==> config.mk <==
export PLATFORM = sky130hd
export DESIGN_NAME = maze_generator
export DESIGN_NICKNAME = d
export VERILOG_FILES = /design/src/rtl/maze_generator.sv
export SDC_FILE = /design/constraint.sdc
export NUM_CORES = 1
export LEC_CHECK = 0
export BUFFER_PORTS_ARGS = -buffer_cell sky130_fd_sc_hd__buf_2
export CORE_ASPECT_RATIO = 1.25
export CORE_UTILIZATION = 51
export DETAILED_ROUTE_END_ITERATION = 16
export PLACE_DENSITY = 0.76
export SKIP_LAST_GASP = 1
export SYNTH_ARGS = -nofsm -noshare
export SYNTH_HDL_FRONTEND = slang
export SYNTH_SLANG_ARGS = --single-unit
==> constraint.sdc <==
create_clock -name clk -period 7 [get_ports clk]
set_input_delay 1.05 -clock clk [delete_from_list [all_inputs] [get_ports clk]]
set_output_delay 1.05 -clock clk [all_outputs]
set_load 0.02 [all_outputs]
==> src/rtl/maze_generator.sv <==
// maze_generator: carves a 16x16 path bitmap with the binary-tree algorithm,
// one cell per clock, and drives the start/finish tile coordinates.
// Optional feature macro: MAZE_LOOPS_EN (adds loops on some interior cells).
module maze_generator #(
    parameter int          GRID     = 16,
    parameter logic [15:0] DEF_SEED = 16'hACE1
) (
    input  logic                   clk,
    input  logic                   reset,
    input  logic                   start,
    input  logic [15:0]            seed,
    input  logic [4:0]             maze_width,
    input  logic [4:0]             maze_height,
    output logic [GRID*GRID-1:0]   path_data,
    output logic [4:0]             start_x,
    output logic [4:0]             start_y,
    output logic [4:0]             finish_x,
    output logic [4:0]             finish_y,
    output logic                   busy,
    output logic                   done
);

    typedef enum logic [1:0] {IDLE, CLEAR, CARVE} state_t;

    state_t      state;
    logic [4:0]  w_eff;
    logic [4:0]  h_eff;
    logic [4:0]  cell_x;
    logic [4:0]  cell_y;
    logic [15:0] lfsr;

    logic [4:0]  x_max;
    logic [4:0]  y_max;
    logic        at_xm;
    logic        at_row1;
    logic        carve_north;
    logic        carve_east;
    logic [4:0]  east_x;
    logic [4:0]  north_y;
    logic [7:0]  cell_idx;
    logic [7:0]  east_idx;
    logic [7:0]  north_idx;

    // Clamp a requested dimension to 3..15 and force it odd so the border is closed.
    function automatic logic [4:0] clamp_dim(input logic [4:0] v);
        logic [4:0] c;
        if (v < 5'd3)
            c = 5'd3;
        else if (v > 5'd15)
            c = 5'd15;
        else
            c = v;
        if (!c[0])
            c = c - 5'd1;
        return c;
    endfunction

    // 16-bit Galois LFSR step, right-shifting, taps 0xB400.
    function automatic logic [15:0] lfsr_next(input logic [15:0] v);
        return (v >> 1) ^ (v[0] ? 16'hB400 : 16'h0000);
    endfunction

    // Carve decision for the current cell: forced on the top row and last column.
    always_comb begin
        x_max       = w_eff - 5'd2;
        y_max       = h_eff - 5'd2;
        at_xm       = (cell_x == x_max);
        at_row1     = (cell_y == 5'd1);
        carve_north = 1'b0;
        carve_east  = 1'b0;
        east_x      = cell_x + 5'd1;
        north_y     = cell_y - 5'd1;
        cell_idx    = {cell_y[3:0], cell_x[3:0]};
        east_idx    = {cell_y[3:0], east_x[3:0]};
        north_idx   = {north_y[3:0], cell_x[3:0]};
        if (at_row1 && at_xm) begin
            carve_north = 1'b0;
            carve_east  = 1'b0;
        end else if (at_row1) begin
            carve_east = 1'b1;
        end else if (at_xm) begin
            carve_north = 1'b1;
        end else begin
`ifdef MAZE_LOOPS_EN
            if (lfsr[3:0] == 4'h0) begin
                carve_north = 1'b1;
                carve_east  = 1'b1;
            end else if (lfsr[0])
                carve_east = 1'b1;
            else
                carve_north = 1'b1;
`else
            if (lfsr[0])
                carve_east = 1'b1;
            else
                carve_north = 1'b1;
`endif
        end
    end

    // Generation FSM: IDLE -> CLEAR -> CARVE (one cell per cycle) -> IDLE.
    always_ff @(posedge clk) begin
        if (reset) begin
            state     <= IDLE;
            path_data <= '0;
            busy      <= 1'b0;
            done      <= 1'b0;
            start_x   <= 5'd1;
            start_y   <= 5'd1;
            finish_x  <= 5'd1;
            finish_y  <= 5'd1;
            lfsr      <= DEF_SEED;
            w_eff     <= 5'd3;
            h_eff     <= 5'd3;
            cell_x    <= 5'd1;
            cell_y    <= 5'd1;
        end else begin
            done <= 1'b0;
            case (state)
                IDLE: begin
                    if (start) begin
                        w_eff <= clamp_dim(maze_width);
                        h_eff <= clamp_dim(maze_height);
                        lfsr  <= (seed == 16'h0000) ? DEF_SEED : seed;
                        busy  <= 1'b1;
                        state <= CLEAR;
                    end
                end
                CLEAR: begin
                    path_data <= '0;
                    cell_x    <= 5'd1;
                    cell_y    <= 5'd1;
                    start_x   <= 5'd1;
                    start_y   <= y_max;
                    finish_x  <= x_max;
                    finish_y  <= 5'd1;
                    state     <= CARVE;
                end
                CARVE: begin
                    path_data[cell_idx] <= 1'b1;
                    if (carve_north)
                        path_data[north_idx] <= 1'b1;
                    if (carve_east)
                        path_data[east_idx] <= 1'b1;
                    lfsr <= lfsr_next(lfsr);
                    if (at_xm) begin
                        if (cell_y == y_max) begin
                            done  <= 1'b1;
                            busy  <= 1'b0;
                            state <= IDLE;
                        end else begin
                            cell_x <= 5'd1;
                            cell_y <= cell_y + 5'd2;
                        end
                    end else begin
                        cell_x <= cell_x + 5'd2;
                    end
                end
                default: state <= IDLE;
            endcase
        end
    end

endmodule

Yosys cells after proc, flatten, opt, wreduce, memory -nomap -nowiden

Index checks and enable logic that the tools add are counted.

Register bits: 306

Equal/unequal tests: 10
Add/sub/neg operators: 8
Reductions and logical operators: 15
Muxes and demuxes: 50
Order comparisons: 10
Bitwise logic cells: 6

Operator list:

| operator              | count |
|---|---|
| $mux W256             | 4 |
| $or A256 B256 Y256    | 3 |
| $pmux W256 S2         | 1 |
| $mux W5               | 16 |
| $mux W16              | 3 |
| $pmux W16 S2          | 1 |
| $lt A8 B9 Y1 const B  | 3 |
| $demux W1 S8          | 3 |
| $ge A8 B1 Y1 const B  | 3 |
| $pmux W5 S2           | 2 |
| $logic_not A16 Y1     | 1 |
| $xor A15 B16 Y16      | 1 |
| $mux W1               | 15 |
| $add A5 B2 Y5 const B | 2 |
| $eq A5 B5 Y1          | 2 |
| $gt A5 B4 Y1 const B  | 2 |
| $lt A5 B2 Y1 const B  | 2 |
| $sub A5 B1 Y5 const B | 2 |
| $sub A5 B2 Y5 const B | 2 |
| $ne A2 B2 Y1 const B  | 4 |
| $mux W2               | 3 |
| $pmux W2 S3           | 1 |
| $reduce_and A2 Y1     | 3 |
| $reduce_and A3 Y1     | 2 |
| other kinds (13)      | 18 |

Logic depth before layout (Yosys ltp)

Depth in word-level cells: 12
Depth in mapped cells: 11

Least setup slack after synthesis

OpenSTA, ideal clock, no wires.

Kind: in2reg
From: in reset
To: reg path_data[38]
Required time: 6.926 ns
Arrival time: 2.398 ns
Library setup time: 0.074 ns
Setup slack: 4.528 ns
Stages: 7
Buffers on the path: 2
Cell sequence: or3_1 > nor4_1 > and2_1 > clkbuf_1 > buf_2 > a22oi_1 > o21ai_0

RTL lines:

| what                           | line | RTL |
|---|---|---|
| start: declaration             | 9    | `input logic reset,` |
| end signal: assignment         | 105  | `path_data <= '0;` |
| end signal: assignment         | 130  | `path_data <= '0;` |
| end signal: indexed assignment | 140  | `path_data[cell_idx] <= 1'b1;` |
| end: declaration               | 14   | `output logic [GRID*GRID-1:0] path_data,` |

Worst setup path after layout

From: reg state[0]
To: reg path_data[210]

Cells in the longest elaborated chain, start to end: 2

Ends and longest elaborated chain:

| what                                                       | line | RTL |
|---|---|---|
| start: declaration                                         | 25   | `state_t state;` |
| start signal: assignment                                   | 104  | `state <= IDLE;` |
| start signal: assignment                                   | 126  | `state <= CLEAR;` |
| start signal: assignment                                   | 137  | `state <= CARVE;` |
| $eq A2 B2 Y1 / $eq A2 B1 Y1 (equally long branches)        | 119  | `case (state)` |
| $pmux W256 S2 / $reduce_bool A2 Y1 (equally long branches) | -    |  |
| end signal: assignment                                     | 130  |  |
| end signal: indexed assignment                             | 140  |  |
| end signal: indexed assignment                             | 142  | `path_data[north_idx] <= 1'b1;` |

Several ways; a longest one is shown, not always the timed one.
A chain may end at the register's enable or synchronous reset.

==> results.rst <==
.. list-table::
   :header-rows: 1

   * - Metric
     - Value
   * - Status
     - completed
   * - Number of cells traversed by the worst hold path
     - 2
   * - Detailed-routing iteration count for the pre-antenna-repair pass
     - 5
   * - GPL Wtd Cong
     - 0.9715
   * - CP Data Required Time
     - 7.49 ns
   * - Nature of the critical path endpoint
     - flop
   * - Hold Path Sink
     - path_data[72]
   * - Deepest clock path buffer count
     - 3
   * - Ys async rst share
     - 0%
   * - Synth Cell Area
     - 13440 µm²
   * - Number of storage elements in the synthesis netlist
     - 302
   * - Wire length of the first global-routing pass
     - 73750 µm
   * - Top_reg_cell synth
     - sky130_fd_sc_hd__dfxtp_1
   * - Worst r2r src
     - state[0]
   * - Type of the worst setup path
     - reg -> reg
   * - Resized Gates After CTS
     - 0
   * - Largest net degree at the start of global routing
     - 122
   * - Final-layout setup total negative slack
     - 0 ns
   * - Number of nets in the layout
     - 1846
   * - DIE HEIGHT
     - 183.5 µm
   * - Xor and xnor fraction of the mapped netlist area
     - about 1.9%
   * - Aggregate global routing overflow
     - 0
   * - DR iter-0 viols
     - 1473
   * - Initial antenna violation count
     - 0
   * - Total power divided by cell area
     - between 200 and 300 nW/µm²
   * - Clock slew at reported path FFs
     - 0.06 ns
   * - Total global-route track usage
     - between 30% and 40%
   * - Family of cells with the greatest summed delay on the critical path
     - simple AND/OR/NAND/NOR gates
   * - Number of routed nets with antenna violations
     - 0
   * - Post-Synth Simple-Gate Area
     - 18.74%
   * - Yosys warning total
     - 0
   * - Hold buffers post-CTS
     - 0
   * - Critical path fanouts, max
     - 31
   * - Fraction of final layout cells sized beyond drive strength 1
     - 21.92%
   * - Setup Viol. Count Final
     - 0
   * - Cells after synthesis
     - 1575
   * - Area growth from synthesis to final layout
     - 19.55%
   * - Power after layout
     - 4.070 mW
   * - Number of buffers created by CTS
     - 30
   * - Cell-by-cell listing of the critical path
     - inv_1 -> ha_1 -> inv_2 -> a21oi_4 -> nand4_1 -> nor2_1 -> a221o_1
   * - Startpoint class of the critical path
     - flop
   * - TritonCTS clock tree
     - yes
   * - Tcrit/Tclk final
     - 56.64%
   * - HPWL after detailed placement
     - 32200 µm
   * - Total of buffers placed on input and output ports
     - 294
   * - Number of vias after detailed routing
     - ~14000
   * - Share of synthesized cell area in full adder, half adder and majority cells
     - between 1 and 1.5%
   * - Unique masters post-synth
     - 63
   * - Drt total wl
     - 48180 µm
   * - Worst min-delay path class
     - reg -> reg
   * - Synth Area in Compound Gates
     - about 28%
   * - Maximum vdd drop
     - 196.7 µV
   * - Final Max Tran Viols
     - 0
   * - Number of levels in the clock H-tree
     - 1
   * - Core region area
     - roughly 26000 µm²
   * - Area of the die
     - 27020 µm²
   * - Delay of the slowest cell on the worst path
     - about 1.0 ns
   * - R2R setup slack
     - 3.04 ns
   * - Antenna diode count
     - 0
   * - Max-cap violations
     - 0
   * - Final critical-path required period
     - 3.965 ns
   * - Tightest slew margin relative to the limit
     - around 13%
   * - Max Clock Freq
     - 252.2 MHz
   * - Remaining design rule violation count
     - 0
   * - Unrepaired setup endpoints after global routing
     - false
   * - Critical-path cell with the highest stage delay
     - sky130_fd_sc_hd__nor2_1
   * - TritonCTS Sinks
     - 302
   * - Number of buffers and inverters on the critical path
     - 2
   * - Count of flip-flops with a built-in enable after synthesis
     - 0
   * - Horizontal die dimension
     - 147.2 µm
   * - Depth of the most critical reg-to-reg path
     - 7
   * - Wirelength per Cell
     - approximately 22 µm
   * - Dominant combinational cell family by area after synthesis
     - compound AO/OA/AOI/OAI gates
   * - Number of cell rows
     - 66
   * - Number of ports placed on the die boundary
     - 307
   * - Ratio of routed vias to standard cells
     - 6.334
   * - Post-CTS Setup Repair Bufs
     - 0
   * - Standby leakage power
     - 6.342 nW
   * - Reg2Reg Capture Point
     - path_data[210]
   * - Maximum clock skew at final layout
     - 0.009465 ns
   * - HP Start
     - path_data[72]
   * - Sequential share of the synthesized area
     - 44.97%
   * - Vias in the first global route
     - 13080
   * - Initial core utilization
     - between 50% and 60%
   * - Crit path arrival time
     - 4.46 ns
   * - Final hold violations
     - 0
   * - Transition time at the pin with the least slew margin
     - approximately 1.3 ns
   * - Mean instance size in the synthesized netlist
     - roughly 8.5 µm²
   * - Source-to-sink clock delay at the later pin of the worst-skew pair
     - 0.56 ns
   * - Clock root cell
     - sky130_fd_sc_hd__clkbuf_16
   * - Fraction of synthesized area in multiplexers
     - 0.6701%
-- metal layers --
metal / routed length [µm] / GRT usage, %
met1: 18280 / 42.02
met2: 22120 / 56.43
met3: 4732 / 6.849
met4: 3042 / 20.91
met5: 0 / 0
-- placed cells by master, fill, tap and decap left out, types with 11 or more instances in the layout --
cell	netlist	routed
sky130_fd_sc_hd__a221o_1	15	15
sky130_fd_sc_hd__inv_1	18	18
sky130_fd_sc_hd__nand2_1	83	83
sky130_fd_sc_hd__a221oi_1	123	123
sky130_fd_sc_hd__buf_2	21	294
sky130_fd_sc_hd__nor3_1	29	27
sky130_fd_sc_hd__ha_1	12	11
sky130_fd_sc_hd__o31a_1	97	97
sky130_fd_sc_hd__o21ai_0	147	147
sky130_fd_sc_hd__a211oi_1	13	13
sky130_fd_sc_hd__clkbuf_16	0	31
sky130_fd_sc_hd__dfxtp_1	302	302
sky130_fd_sc_hd__nor2_1	406	406
sky130_fd_sc_hd__a22oi_1	17	17
sky130_fd_sc_hd__xnor2_1	14	14
sky130_fd_sc_hd__buf_4	13	22
sky130_fd_sc_hd__a211o_1	11	11
sky130_fd_sc_hd__a21o_1	15	15
sky130_fd_sc_hd__conb_1	2	12
-- metrics by stage --
| stage | instances | utilization (%) | setup WS [ns] | hold slack, ns | cell area, µm² |
|---|---|---|---|---|---|
| after floorplan | 1585 | - | 4.528 | 0.4351 | 13480 |
| after global placement | 2113 | 57.79 | 3.265 | 0.4386 | 14980 |
| after detailed placement | 2113 | 57.79 | 3.247 | 0.4489 | 14980 |
| after CTS | 2169 | 61.99 | 3.155 | 0.4654 | 16070 |
| after global routing | 2169 | 61.99 | 2.700 | 0.4851 | 16070 |
| final | 2169 | 61.99 | 3.035 | 0.4616 | 16070 |
-- final cells by class --
class                           instances  area, µm²
Tap cell                              340      425.4
Inverter                               19      71.32
Timing Repair Buffer                  316       1637
Clock buffer                           39      855.8
Sequential cell                       302       6046
Multi-Input combinational cell       1136       6805
Clock inverter                         17      232.7
Fill cell                            2289       9857
-- report_power, final --
| group | switching (mW) | total [mW] | internal (mW) |
|---|---|---|---|
| registers | 0.0308 | 1.78 | 1.75 |
| logic | 0.393 | 0.525 | 0.133 |
| clock network | 0.719 | 1.77 | 1.05 |
| total | 1.14 | 4.07 | 2.93 |
-- state kept, by name, indices dropped and copies added, names as in the netlist, 4 cells and up --
signal and count:
lfsr 16, cell_y 5, finish_x 4, h_eff 4, w_eff 4, path_data 256, cell_x 5, start_y 4
-- cells in the mapped netlist, types with 7 or more instances --
master                     instances  area, µm²
sky130_fd_sc_hd__a211o_1          11      96.34
sky130_fd_sc_hd__a211oi_1         13      97.59
sky130_fd_sc_hd__a21o_1           15      112.6
sky130_fd_sc_hd__a21oi_1          10      50.05
sky130_fd_sc_hd__a221o_1          15      150.1
sky130_fd_sc_hd__a221oi_1        123       1077
sky130_fd_sc_hd__a22oi_1          17      127.6
sky130_fd_sc_hd__and2_1            8      50.05
sky130_fd_sc_hd__buf_1             8      30.03
sky130_fd_sc_hd__buf_2            21      105.1
sky130_fd_sc_hd__buf_4            13      97.59
sky130_fd_sc_hd__clkbuf_1         80      300.3
sky130_fd_sc_hd__dfxtp_1         302       6046
sky130_fd_sc_hd__ha_1             12      150.1
sky130_fd_sc_hd__inv_1            18      67.56
sky130_fd_sc_hd__mux2i_1           9      90.09
sky130_fd_sc_hd__nand2_1          83      311.6
sky130_fd_sc_hd__nand2b_1          7      43.79
sky130_fd_sc_hd__nand3_1          10      50.05
sky130_fd_sc_hd__nor2_1          406       1524
sky130_fd_sc_hd__nor3_1           29      145.1
sky130_fd_sc_hd__nor4_1           10      62.56
sky130_fd_sc_hd__o21ai_0         147      735.7
sky130_fd_sc_hd__o31a_1           97      849.6
sky130_fd_sc_hd__xnor2_1          14      122.6
sky130_fd_sc_hd__xor2_1           10      87.58
-- worst max path at each step --
stage,start,to,slack (ns),depth (start not counted)
floorplan,reset,path_data[38],4.53,7
detailed placement,state[0],path_data[194],3.25,7
CTS,state[0],path_data[210],3.15,7
global placement,state[0],path_data[226],3.27,7
finish,state[0],path_data[210],3.04,7
global route,state[0],path_data[18],2.70,7
-- worst min-delay path: cells and delay by family, from the launching register on --
kind	cells	cell delay, ns
AOI/OAI and AO/OA	1	0.05
and+or+nand+nor	1	0.05
DFF	1	0.33
-- cells by family after synthesis --
group | after synthesis
DFF | 302
and+or+nand+nor | 585
AOI/OAI and AO/OA | 492
muxes | 9
buffers and inverters | 147
other | 2
xor gates and xnor gates | 26
adders and majority gates | 12
Note: power is estimated with default switching activity, not from simulation.
